--- config.mk ---
export PLATFORM = sky130hd
export DESIGN_NAME = hv_charge_ramp
export DESIGN_NICKNAME = d
export VERILOG_FILES = /design/src/rtl/hv_charge_ramp.sv
export SDC_FILE = /design/constraint.sdc
export NUM_CORES = 1
export LEC_CHECK = 0
export CELL_PAD_IN_SITES_DETAIL_PLACEMENT = 1
export CELL_PAD_IN_SITES_GLOBAL_PLACEMENT = 2
export CORE_MARGIN = 2
export CORE_UTILIZATION = 34
export CTS_BUF_LIST = sky130_fd_sc_hd__clkbuf_4 sky130_fd_sc_hd__clkbuf_8
export CTS_CLUSTER_SIZE = 14
export DETAILED_ROUTE_END_ITERATION = 10
export PLACE_DENSITY_LB_ADDON = 0.08
export SYNTH_ARGS = -nofsm -noshare
export SYNTH_HDL_FRONTEND = slang
export SYNTH_SLANG_ARGS = --single-unit
--- constraint.sdc ---
create_clock -name clk -period 6.35 [get_ports clk]
set_input_delay 1.27 -clock clk [delete_from_list [all_inputs] [get_ports clk]]
set_output_delay 1.27 -clock clk [all_outputs]
set_load 0.02 [all_outputs]
--- src/rtl/hv_charge_ramp.sv ---
// hv_charge_ramp: ramps the HV DAC code toward a host-supplied target in bounded
// steps at a fixed tick rate, holds charge_en while charging upward, waits a settle
// interval and then pulses done. abort returns everything to a safe zero state.
module hv_charge_ramp #(
  parameter int unsigned     DW           = 16,
  parameter logic [DW-1:0]   STEP         = 16'd64,
  parameter logic [31:0]     STEP_TICKS   = 32'd100000,
  parameter logic [31:0]     SETTLE_TICKS = 32'd10000000
) (
  input  logic          clk,
  input  logic          reset_n,
  input  logic          set_valid,
  output logic          set_ready,
  input  logic [DW-1:0] set_voltage,
  input  logic          abort,
  output logic [DW-1:0] HVVoltage,
  output logic          charge_en,
  output logic          busy,
  output logic          done
);

  typedef enum logic [1:0] {
    IDLE,
    RAMP_UP,
    RAMP_DOWN,
    SETTLE
  } state_t;

  state_t        state_q, state_d;
  logic [DW-1:0] hv_q, hv_d;
  logic [DW-1:0] target_q, target_d;
  logic [31:0]   tick_q, tick_d;
  logic          charge_en_q, charge_en_d;
  logic          done_q, done_d;
  logic          set_ready_q, set_ready_d;
  logic          busy_q, busy_d;

  // Step arithmetic is done one bit wider than the DAC code so the distance to the
  // target can never wrap, whichever side of the target the current code sits on.
  logic [DW:0]   diff;
  logic [DW:0]   mag;
  logic [DW-1:0] step_mag;
  logic [DW-1:0] hv_up;
  logic [DW-1:0] hv_dn;
  logic          step_now;
  logic          settle_now;

  // Step size toward the target: full STEP, or the remaining distance if smaller.
  always_comb begin
    diff       = {1'b0, target_q} - {1'b0, hv_q};
    mag        = diff[DW] ? (~diff + 1'b1) : diff;
    step_mag   = (mag > {1'b0, STEP}) ? STEP : mag[DW-1:0];
    hv_up      = hv_q + step_mag;
    hv_dn      = hv_q - step_mag;
    step_now   = (tick_q == STEP_TICKS - 32'd1);
    settle_now = (tick_q == SETTLE_TICKS - 32'd1);
  end

  // Next-state and next-output logic; abort overrides every other transition.
  always_comb begin
    // NOTE: every signal gets a default before the case so no path can infer a latch.
    state_d     = state_q;
    hv_d        = hv_q;
    target_d    = target_q;
    tick_d      = tick_q;
    charge_en_d = charge_en_q;
    done_d      = 1'b0;

    if (abort) begin
      state_d     = IDLE;
      hv_d        = '0;
      tick_d      = '0;
      charge_en_d = 1'b0;
    end else begin
      case (state_q)
        IDLE: begin
          if (set_valid && set_ready_q) begin
            target_d = set_voltage;
            tick_d   = '0;
            if (set_voltage > hv_q) begin
              state_d     = RAMP_UP;
              charge_en_d = 1'b1;
            end else if (set_voltage < hv_q) begin
              state_d     = RAMP_DOWN;
              charge_en_d = 1'b0;
            end else begin
              done_d = 1'b1;
            end
          end
        end

        RAMP_UP: begin
          if (step_now) begin
            tick_d = '0;
            hv_d   = hv_up;
            if (hv_up == target_q) state_d = SETTLE;
          end else begin
            tick_d = tick_q + 32'd1;
          end
        end

        RAMP_DOWN: begin
          if (step_now) begin
            tick_d = '0;
            hv_d   = hv_dn;
            if (hv_dn == target_q) state_d = SETTLE;
          end else begin
            tick_d = tick_q + 32'd1;
          end
        end

        SETTLE: begin
          if (settle_now) begin
            state_d     = IDLE;
            tick_d      = '0;
            charge_en_d = 1'b0;
            done_d      = 1'b1;
          end else begin
            tick_d = tick_q + 32'd1;
          end
        end

        default: begin
          state_d     = IDLE;
          hv_d        = '0;
          tick_d      = '0;
          charge_en_d = 1'b0;
        end
      endcase
    end

    set_ready_d = (state_d == IDLE);
    busy_d      = (state_d != IDLE);
  end

  // State and output registers; reset discards any ramp in progress.
  always_ff @(posedge clk or negedge reset_n) begin
    if (!reset_n) begin
      state_q     <= IDLE;
      hv_q        <= '0;
      target_q    <= '0;
      tick_q      <= '0;
      charge_en_q <= 1'b0;
      done_q      <= 1'b0;
      set_ready_q <= 1'b1;
      busy_q      <= 1'b0;
    end else begin
      // NOTE: non-blocking assignments so every register updates from pre-edge values.
      state_q     <= state_d;
      hv_q        <= hv_d;
      target_q    <= target_d;
      tick_q      <= tick_d;
      charge_en_q <= charge_en_d;
      done_q      <= done_d;
      set_ready_q <= set_ready_d;
      busy_q      <= busy_d;
    end
  end

  assign HVVoltage = hv_q;
  assign charge_en = charge_en_q;
  assign done      = done_q;
  assign set_ready = set_ready_q;
  assign busy      = busy_q;

endmodule
; Word-level counts from Yosys, hierarchy flattened
; Index checks and enable logic that the tools add are counted.
; W data, S select, Z words.
[totals]
ff_bits = 70
input_bits = 20
[classes]
add_sub_neg = 5
order_cmp = 3
n_eq_ne = 12
reduce_logical = 10
muxes = 33
n_bitwise = 2
[op_table]
columns = cell, count
row1 = $mux W32, 4
row2 = $pmux W32 S3, 1
row3 = $mux W16, 4
row4 = $add A32 B1 Y32 const B, 1
row5 = $eq A16 B16 Y1, 2
row6 = $eq A32 B17 Y1 const B, 1
row7 = $eq A32 B24 Y1 const B, 1
row8 = $pmux W16 S2, 1
row9 = $mux W2, 9
row10 = $add A17 B1 Y17 const B, 1
row11 = $gt A17 B7 Y1 const B, 1
row12 = $mux W17, 1
row13 = $not A17 Y17, 1
row14 = $sub A16 B16 Y17, 1
row15 = $add A16 B16 Y16, 1
row16 = $gt A16 B16 Y1, 1
row17 = $lt A16 B16 Y1, 1
row18 = $sub A16 B16 Y16, 1
row19 = $ne A3 B3 Y1 const B, 4
row20 = $mux W1, 10
row21 = $pmux W2 S4, 1
row22 = $reduce_and A3 Y1, 2
row23 = $reduce_bool A3 Y1, 2
row24 = $eq A2 B2 Y1 const B, 2
row25 = 9 further kinds, 11

; Longest topological paths before layout
[logic_depth]
depth_word = 13
depth_mapped = 27
mapped_depth_nobuf = 26

; Worst setup path after synthesis
; Ideal clock, no wire load.
[synth_timing]
kind = flip-flop to flip-flop
startpoint = register hv_q[1], in the netlist HVVoltage[1]
endpoint = register busy_q, in the netlist busy
period_less_slack_ns = 6.157
t_arrival_ns = 6.089
required_time_ns = 6.283
stages_incl_launch_ff = 24
slack_ns = 0.193
path_cell_list = dfrtp_1 > inv_1 > ha_1 > and2b_2 > o22a_1 > xor2_1 > or3_4 > or4b_4 > nor3_2 > o21ai_1 > a311oi_2 > nand4b_2 > or2_1 > ha_1 > buf_2 > a21oi_1 > nor3b_1 > a2111oi_0 > o41ai_1 > o31ai_1 > a21oi_1 > a211oi_1 > o41ai_1 > nand2b_1
[synth_between]
elab_chain_len = 13
elab_cells_between_ends = 22
[synth_lines]
columns = item, line_no
row1 = "start, declared", 30  ; logic [DW-1:0] hv_q, hv_d;
row2 = "start signal, assigned", 150  ; hv_q <= hv_d;
row3 = $sub A16 B16 Y17, 50  ; diff = {1'b0, target_q} - {1'b0, hv_q};
row4 = $not A17 Y17, 51  ; mag = diff[DW] ? (~diff + 1'b1) : diff;
row5 = $add A17 B1 Y17, 51
row6 = $mux W17, 51
row7 = $gt A17 B7 Y1, 52  ; step_mag = (mag > {1'b0, STEP}) ? STEP : mag[DW-1:0];
row8 = $mux W16, 52
row9 = $sub A16 B16 Y16 / $add A16 B16 Y16 (equally long branches), "54, 53"
row10 = "$eq A16 B16 Y1, on equally long branches", "106, 96"
row11 = "$mux W2, on equally long branches", "106, 96"
row12 = "$mux W2, on equally long branches", "103, 93"
row13 = $pmux W2 S4 *, 75  ; case (state_q)
row14 = $mux W2 *, 69  ; if (abort) begin
row15 = named net state_d[0], 29  ; state_t state_q, state_d;
row16 = $reduce_bool A2 Y1 *, 133  ; busy_d = (state_d != IDLE);
row17 = named net busy_d, 36  ; logic busy_q, busy_d;
row18 = "end signal, assigned", 156  ; busy_q <= busy_d;
row19 = "end, declared", 36
; The timed path passes the listed nets; every way through them passes the cells marked *.
; A chain may end at the register's enable or synchronous reset.

; Worst setup path after layout
[layout_timing]
startpoint = register hv_q[0], in the netlist HVVoltage[0]
endpoint = register set_ready_q, in the netlist set_ready
[layout_between]
elab_chain_len = 13
elab_cells_between_ends = 22
[layout_lines]
columns = item, line_no
row1 = $sub A16 B16 Y17, 50
row2 = $not A17 Y17, 51
row3 = $add A17 B1 Y17, 51
row4 = $mux W17, 51
row5 = $gt A17 B7 Y1, 52
row6 = $mux W16, 52
row7 = $sub A16 B16 Y16 / $add A16 B16 Y16 (equally long branches), "54, 53"
row8 = "$eq A16 B16 Y1, on equally long branches", "106, 96"
row9 = "$mux W2, on equally long branches", "106, 96"
row10 = "$mux W2, on equally long branches", "103, 93"
row11 = $pmux W2 S4 *, 75
row12 = $mux W2 *, 69
row13 = $logic_not A2 Y1 *, 132  ; set_ready_d = (state_d == IDLE);
row14 = named net set_ready_d, 35  ; logic set_ready_q, set_ready_d;
row15 = "end signal, assigned", 155  ; set_ready_q <= set_ready_d;
row16 = "end, declared", 35
; Marked as above.

==> implementation parameters <==
Parameter                              Value

Timing
  Min Tclk post-route    ~6.4 ns
  Max Clk Rate    155 MHz
  Worst-case clock skew    0.0292 ns
  Final Max Tran Viols    0
  Hold WS    between 0.5 and 0.6 ns
  Setup repair after global routing missed its margin    yes
  Slew margin rel.    25.9%
  Least-Margin Pin Slew    around 1.1 ns
  Final setup margin    -0.0865 ns
  Post-route fraction of the period consumed by the critical path    101%
  Number of setup violations in the final report    2
  Number of failing hold endpoints at the final stage    0

Drt
  DRC violation count after routing    0
  Final antenna-violating net count    0
  Ratio of routed vias to standard cells    5.55
  Total via count in the routed design    7521
  Sum of routed wire length over all layers    28200 µm
  DR pass1 iterations    5
  Number of DRC violations after detailed-routing iteration 0    between 300 and 400
  Post-detailed-route wirelength per cell    20.8 µm

Synth
  Flop and latch count out of synthesis    70
  Multiplexer share of the synthesized area    roughly 3.3%
  Fraction of registers with async set/reset    between 90% and 100%
  Post-Syn Area    ~0.0076 mm²
  Number of warning messages in the yosys log    0
  Unique cell type count in the Yosys netlist    94
  Number of enable flip-flop cells after synthesis    0
  Post-synthesis share of cell area spent on xor and xnor gates    8.91%
  Adder and majority cell fraction of the synthesized area    between 10 and 15%
  Synthesized area divided by synthesized cell count    approximately 8.0 µm²
  Complex-gate fraction of the synthesized area    23.4%
  Sequential fraction of the synthesis area    23.0%
  Largest family of logic cells by synthesized area    simple AND/OR/NAND/NOR gates
  Post-synthesis cell count    957
  Predominant post-synthesis flop cell    sky130_fd_sc_hd__dfrtp_1
  Simple-gate portion of the synthesized area    between 20 and 25%

Finish
  Antenna cell count    0
  Final cell count without fillers    ~1400
  Proportion of layout cells with a drive suffix above 1    17.8%
  Count of nets after finishing    1164
  Area growth from synthesis to layout    22.4%
  Final cell utilization of the core    ~43%

Placement
  Worst setup timing slack at the placement stage    -0.400 ns
  Final HPWL DP    between 20000 and 25000 µm
  Count of input and output buffers    39
  Placed cell count    1333
  Routability congestion estimate    0.900

Worst setup path
  Startpoint Class    register
  Family of cells with the greatest summed delay on the critical path    simple AND/OR/NAND/NOR gates
  Kind of end point of the critical path    register
  Cell at the slowest stage of the critical path    sky130_fd_sc_hd__fa_2
  Critical register-to-register path startpoint    HVVoltage[0]
  Setup CP Type    reg -> reg
  CP Max Fanout    4
  Largest incremental delay on the critical path    0.60 ns
  Worst Setup SP    HVVoltage[0]
  Critical Path RT    6.68 ns
  Critical path data arrival time    6.77 ns
  Buffers plus inverters on the worst setup path    1

Clock network
  Root Buffer Master    sky130_fd_sc_hd__clkbuf_8
  Clock tree from TritonCTS    yes
  Clock transition at the registers of the reported paths    0.10 ns
  Clock sinks    70
  Clock buffer depth    2
  Hold-fix buffer count after cts    0
  Clock latency on the worst-skew pair    0.40 ns
  Clock H-tree levels    3
  Clock buffers created by TritonCTS    9

GRT
  Maximum number of pins on one net before global-route repair    67
  Antenna violations before repair    0
  Number of global-route vias before repair    7745
  Total grt overflow    0
  GRT Overall Usage    24.2%
  First-pass GRT wire length    approximately 45000 µm

Min path
  Worst hold path startpoint    tick_q[5]
  Worst Hold Class    reg -> reg

Status
  Violations in the final reports    negative setup slack
  Status    finished with violations

Floorplan
  Placeable Area    0.0219 mm²
  I/O pin total    40
  Std cell rows    54
  Effective utilization at floorplan    34.8%
  Die Y-Extent    154 µm
  Die outline area    0.0236 mm²
  Die extent in x    ~150 µm

Pwr
  Pleak    3.86 nW
  Power per unit of standard cell area    374 mW/mm²
  Peak VDD IR    148 µV

Job
  Maxcap violations    0
-- state kept, by name, indices dropped and copies added (netlist names) --
name / flops
HVVoltage: 16
busy: 1
charge_en: 1
done: 1
set_ready: 1
state_q: 2
target_q: 16
tick_q: 32
-- routing by layer --
metal	share of wire, %	track usage, %	up-vias
met3	3.1	3.04	21
met4	1.7	6.12	0
met2	48	41.0	98
li1	-	-	3675
met1	47	32.6	3727
met5	0	0	-
-- area by class of cell --
type	instances	area (µm²)
Multi-Input combinational cell	818	5820
Sequential cell	70	1750
Fill cell	2702	12600
Tap cell	280	350
Clock inverter	7	81.3
Clock buffer	9	124
Inverter	47	176
Timing Repair Buffer	124	1030
-- cell usage in the layout, fill, tap and decap left out, drive strengths merged, types with 15 or more instances in the layout --
cell type      instances
o21a                  15
xor2                  37
xnor2                 37
o21ai                 76
nand2                106
conb                  19
nor2                  74
buf                   86
nor3                  19
clkdlybuf4s50         38
inv                   49
ha                    71
nor2b                 15
mux2                  16
a21o                  16
a21oi                 65
nand4                 15
nand3                 34
dfrtp                 69
-- cell usage after synthesis, drive strengths merged (3+ instances only) --
master,count,area (µm²)
nor2,74,280
nand2b,14,87.6
fa,3,60.1
o211ai,10,75.1
o2111ai,3,26.3
nor3b,4,30.0
a31o,3,26.3
a22oi,4,30.0
mux2,16,180
and3,12,76.3
dfrtp,69,1730
o31ai,7,52.6
xor2,37,332
nor4bb,3,30.0
ha,71,888
or3,10,68.8
buf,4,25.0
a211oi,13,97.6
a31oi,8,50.1
a21o,16,120
mux2i,7,70.1
o21ai,76,380
or2,6,40.0
nor4,14,93.8
and4,4,35.0
o41ai,4,35.0
nor3,19,100
a21oi,65,337
a2111oi,6,52.6
or4,4,30.0
a311oi,6,88.8
clkbuf,34,148
nand3,34,170
o21bai,4,30.0
nor2b,15,93.8
xnor2,37,324
nand4,15,93.8
nand3b,4,30.0
and2,10,63.8
nand2,106,398
inv,46,173
nor4b,3,41.3
a32oi,3,26.3
o21a,15,113
-- report_power, final --
group	switching, mW	total [mW]	internal (mW)	leakage, nW
combinational	1.42	2.49	1.07	2.82
clock	0.232	0.421	0.188	0.106
sequential	0.0611	0.577	0.516	0.938
total	1.71	3.48	1.77	3.86
-- what timing repair did --
item	4_1_cts	5_1_grt
setup endpoints to repair	5	8
resized for setup	17	38
pin swaps	1	27
buffers inserted	1	6
-- worst paths after layout --
check	cells after the start	end	slack [ns]
setup / recovery	25	set_ready	-0.09
hold / removal	1	tick_q[5]	0.54
setup reg to reg	25	set_ready	-0.09
hold reg to reg	1	tick_q[5]	0.54
max in group asynchronous	2	tick_q[5]	4.52
min in group asynchronous	1	target_q[8]	0.65
-- cell families after synthesis --
kind of cell             after synthesis
AO/OA/AOI/OAI                        269
other                                  2
adder cells (fa/ha/maj)               74
multiplexers                          23
flip-flops                            70
buffers and inverters                 86
XOR/XNOR                              75
AND/OR/NAND/NOR                      358
-- metrics by stage --
stage,setup TNS [ns],instance area (µm²),total power [mW]
2_1_floorplan,0,7690,2.13
3_3_place_gp,-1.31,8840,2.93
3_5_place_dp,-1.46,8840,2.93
4_1_cts,0,9110,3.39
5_1_grt,-1.22,9330,3.75
6_report,-0.109,9330,3.48
(Power assumes the default switching activity.)
==> RTL edit 1, RTL diff (config.mk and constraints unchanged) <==
Change the parameter `DW` from 16 to 18.
--- a/src/rtl/hv_charge_ramp.sv
+++ b/src/rtl/hv_charge_ramp.sv
@@ -4,3 +4,3 @@
 module hv_charge_ramp #(
-  parameter int unsigned     DW           = 16,
+  parameter int unsigned     DW           = 18,
   parameter logic [DW-1:0]   STEP         = 16'd64,
Interface: changed (resized HVVoltage and set_voltage); port bits go from 40 to 44. The function was not compared with the original's and may differ.
==> RTL edit 1 against the original RTL <==
The run still ends with negative setup slack left. First-iteration DRC count up 38%. Power grew 21%. Clock power decreased by 6.7%. Synthesized area increased by 10%. Final area up 23%. Routed wire length grew 19%. Sequential cell count up 4. Worst setup slack lost 190 ps. Utilization is 4.5 points higher. Critical endpoint is now HVVoltage[4]. Largest power group unchanged.
==> RTL edit 1: results (changes against the original RTL) <==
[outcome]
status = complete, but fails checks
violations = negative setup slack

[critical_path]
cp.arrival_ps = 6880  ; +110 ps
path_max_fanout = 10  ; +6

[global_route]
met2_usage_pct = 44.1  ; +3.1 points
grt_first_pass_wirelength_mm = 52.6  ; +17%
grt_max_degree = 68  ; +1.5%
use_met1_pct = 34.7  ; +2.1 points
grt_pass1_vias = 9411  ; +22%

[place]
dp_hpwl_mm = 25.6  ; +17%
placed_area_um2 = 10500  ; +19%

[synthesis]
syn_avg_cell_area_um2 = 7.96  ; -0.13%
synthTopCellsByArea = dfrtp_1, ha_1, xnor2_1
yosysSeqAreaShare_pct = 22.0  ; -0.96 points
synth_cell_types = 92  ; -2.1%

[timing]
skew_ps = 15.9  ; -13.3 ps
setup_ws_ps = -276  ; -190 ps
setup_viol = 6  ; +4
tightest_slew_ps = 1030  ; -76.4 ps

[routing]
first_pass_iters = 7  ; +2
met2_length_mm = 16.2  ; +19%
detailroute.via_count = 9089  ; +21%
drt-initial-drc-count = 475  ; +38%
drt-met1-wl_mm = 15.7  ; +19%

[layout]
final_nets = 1396  ; +20%

[clock_network]
cts_resized = 54  ; +37

[RTL edit 1: area by class of cell]
| class | count | area [µm²] |
|---|---|---|
| inverters | 53 | 199 |
| flip-flops and latches | 74 | 1850 |
| clock inverters | 7 | 62.6 |
| well taps | 324 | 405 |
| fillers | 2906 | 12900 |
| repair buffers | 251 | 2020 |
| multi-input cells | 904 | 6810 |
| clock buffers | 9 | 124 |
[RTL edit 1: worst register-to-register path: cells and delay by family, from the launching register on]
| kind | cells | cell delay, ps |
|---|---|---|
| xor+xnor | 1 | 180 |
| buf+inv | 14 | 1800 |
| fa+ha+maj | 2 | 620 |
| simple gates | 8 | 2020 |
| compound gates | 7 | 1480 |
| flops | 1 | 430 |
[RTL edit 1: power by group]
group	switching [µW]	internal, µW	total (µW)	leakage (µW)
clock network	241	152	393	0.0000936
registers	71.5	538	610	0.000987
logic	1730	1470	3200	0.00370
[RTL edit 1: worst paths after layout]
| kind | cells past startpoint | slack [ps] | start | to |
|---|---|---|---|---|
| worst max register to register | 32 | -280 | target_q[5] | HVVoltage[4] |
| worst max-delay path | 32 | -280 | target_q[5] | HVVoltage[4] |
| min in group asynchronous | 1 | 690 | reset_n | target_q[10] |
| worst min-delay path | 1 | 510 | tick_q[31] | tick_q[31] |
| max in group asynchronous | 2 | 4430 | reset_n | HVVoltage[0] |
| worst min register to register | 1 | 510 | tick_q[31] | tick_q[31] |
[RTL edit 1: cell families after synthesis]
logic type                 count (synthesis)  share of synthesized area (%)
AOI/OAI and AO/OA                        316                           25.8
xor gates and xnor gates                  74                           7.80
adders and majority gates                 81                           12.3
buffers and inverters                     99                           4.73
DFF                                       74                           22.0
muxes                                     32                           4.09
other                                      2                         0.0893
and+or+nand+nor                          379                           23.1
==> RTL edit 2, RTL diff (same settings) <==
Made on the original files. Make the reset (`reset_n`) synchronous in one clocked block.
--- a/src/rtl/hv_charge_ramp.sv
+++ b/src/rtl/hv_charge_ramp.sv
@@ -136,3 +136,3 @@
   // State and output registers; reset discards any ramp in progress.
-  always_ff @(posedge clk or negedge reset_n) begin
+  always_ff @(posedge clk) begin
     if (!reset_n) begin
Function: differs if reset_n is asserted again (counterexample within 4 cycles, from zero or initial values and one cycle with reset_n low); with reset_n held inactive, the same outputs for 10 cycles.
==> RTL edit 2 against the original RTL <==
Cell count shrank 1.8%. First-iteration DRC count shrank 11%. Sequential cell count is the same. Worst setup slack gained 180 ps. Global-route usage is essentially flat. Final area shrank 5.8%. Via count shrank 2.2%. Clock skew shrank 5.3 ps. Sequential share of layout area shrank 2.8 points. Synthesized area shrank 6.3%. Routed wire length shrank 4.9%. Highest routed layer unchanged.
Power is not compared: it rests on default switching activity, and its combinational part moved more than twofold at a synthesized area within 25%.
==> RTL edit 2: results (changes against the original RTL) <==
[outcome]
status = finished clean

[routing]
first_pass_iters = 4  ; -1
viasPerCell = 5.52  ; -0.48%
routedWlPerCell_um = 20.1  ; -3.2%

[layout]
n_all_inverters = 46  ; -2.1%
signal_buffers = 110  ; -11%
syn_to_final_growth_pct = 23.0
fillCellCount = 2535  ; -6.2%
multiInputGateArea_um2 = 5750  ; -1.2%
multi_input_area_share_pct = 65.4  ; +3.1 points
finalNonFillerCells = 1331  ; -1.8%
multi_input_comb_cells = 814  ; -0.49%
final_nets = 1143  ; -1.8%
fin_util_pct = 42.2  ; -0.42 points
drive_gt1_share_pct = 14.7  ; -3.1 points
buffer_area_share_pct = 10.6  ; -0.45 points
seq_area_um2 = 1410  ; -20%

[synthesis]
synth_compound_area_share_pct = 25.9  ; +2.5 points
synth_ff_type = dfxtp_1
synth_cell_types = 76  ; -19%
async_flop_share_pct = 0  ; -100 points
muxShareOfSynthArea_pct = 2.24  ; -1.0 points
synthTopCellsByCount = nor2_1, nand2_1, dfxtp_1, ha_1, a21oi_1
synth_xor_area_share_pct = 8.34  ; -0.58 points
syn-instance-count = 959  ; +0.21%
synthAdderAreaFrac_pct = 12.9  ; +0.48 points
yosysSeqAreaShare_pct = 19.6  ; -3.4 points

[critical_path]
cp-endpoint = state_q[1]
crit_family = simple AND/OR/NAND/NOR gates
path_max_fanout = 8  ; +4
cp.arrival_ps = 6580  ; -190 ps
cpMaxStageDelayCell = or4_4
r2r_cells = 26  ; +4.0%
regToRegSetupSlack_ps = 100  ; +180 ps
slowest_delay_ps = 540  ; -60 ps
startpoint = HVVoltage[1]
r2r_start = HVVoltage[1]

[global_route]
grt_pass1_vias = 7418  ; -4.2%
grt_max_degree = 49  ; -27%
grt_first_pass_wirelength_mm = 41.8  ; -6.8%
antenna_found_initial = 0  ; unchanged
grt_usage_pct = 24.2  ; about the same

[clock_network]
clock-root-buffer = clkbuf_8
postCtsSetupBuffers = 4  ; +3
cts_resized = 12  ; -5

[min_path]
whs_path_depth = 2  ; +1
hp-start = tick_q[10]
worstHoldEndpoint = tick_q[10]

[timing]
skew_ps = 24.0  ; -5.26 ps
period_share_pct = 98.5  ; -2.9 points
slew_headroom_pct = 35.8  ; +10 points

[place]
pre_cts_ws_ps = -164  ; +235 ps
placed_area_um2 = 8200  ; -7.2%
gp_congestion = 0.846  ; -5.9%
dp_hpwl_mm = 20.7  ; -5.0%

## RTL edit 2: cell types whose count changed after synthesis, moves of 6 or more
cell / change
o21a_1: -6
dfxtp_1: +70
mux2_2: -16
nand2_1: -17
clkbuf_1: +6
a311oi_1: +8
nor3_1: +8
mux2i_1: +9
o21ai_0: -20
nor2_1: +28
a21boi_0: +22
dfrtp_1: -69
## RTL edit 2: worst reg2reg max path, delay by kind of cell, from the launching register on
| kind | cells | cell delay, ps |
|---|---|---|
| xor+xnor | 2 | 200 |
| flops | 1 | 360 |
| fa+ha+maj | 2 | 440 |
| simple gates | 8 | 2440 |
| buf+inv | 7 | 1030 |
| compound gates | 7 | 1730 |
## RTL edit 2: routing by layer
metal / vias to the layer above / track usage, % / part of all wire (%)
met5: - / 0 / 0
met4: 0 / 7.33 / 2.1
met3: 30 / 2.75 / 2.4
met2: 85 / 40.0 / 46
met1: 3590 / 33.0 / 49
li1: 3647 / - / -
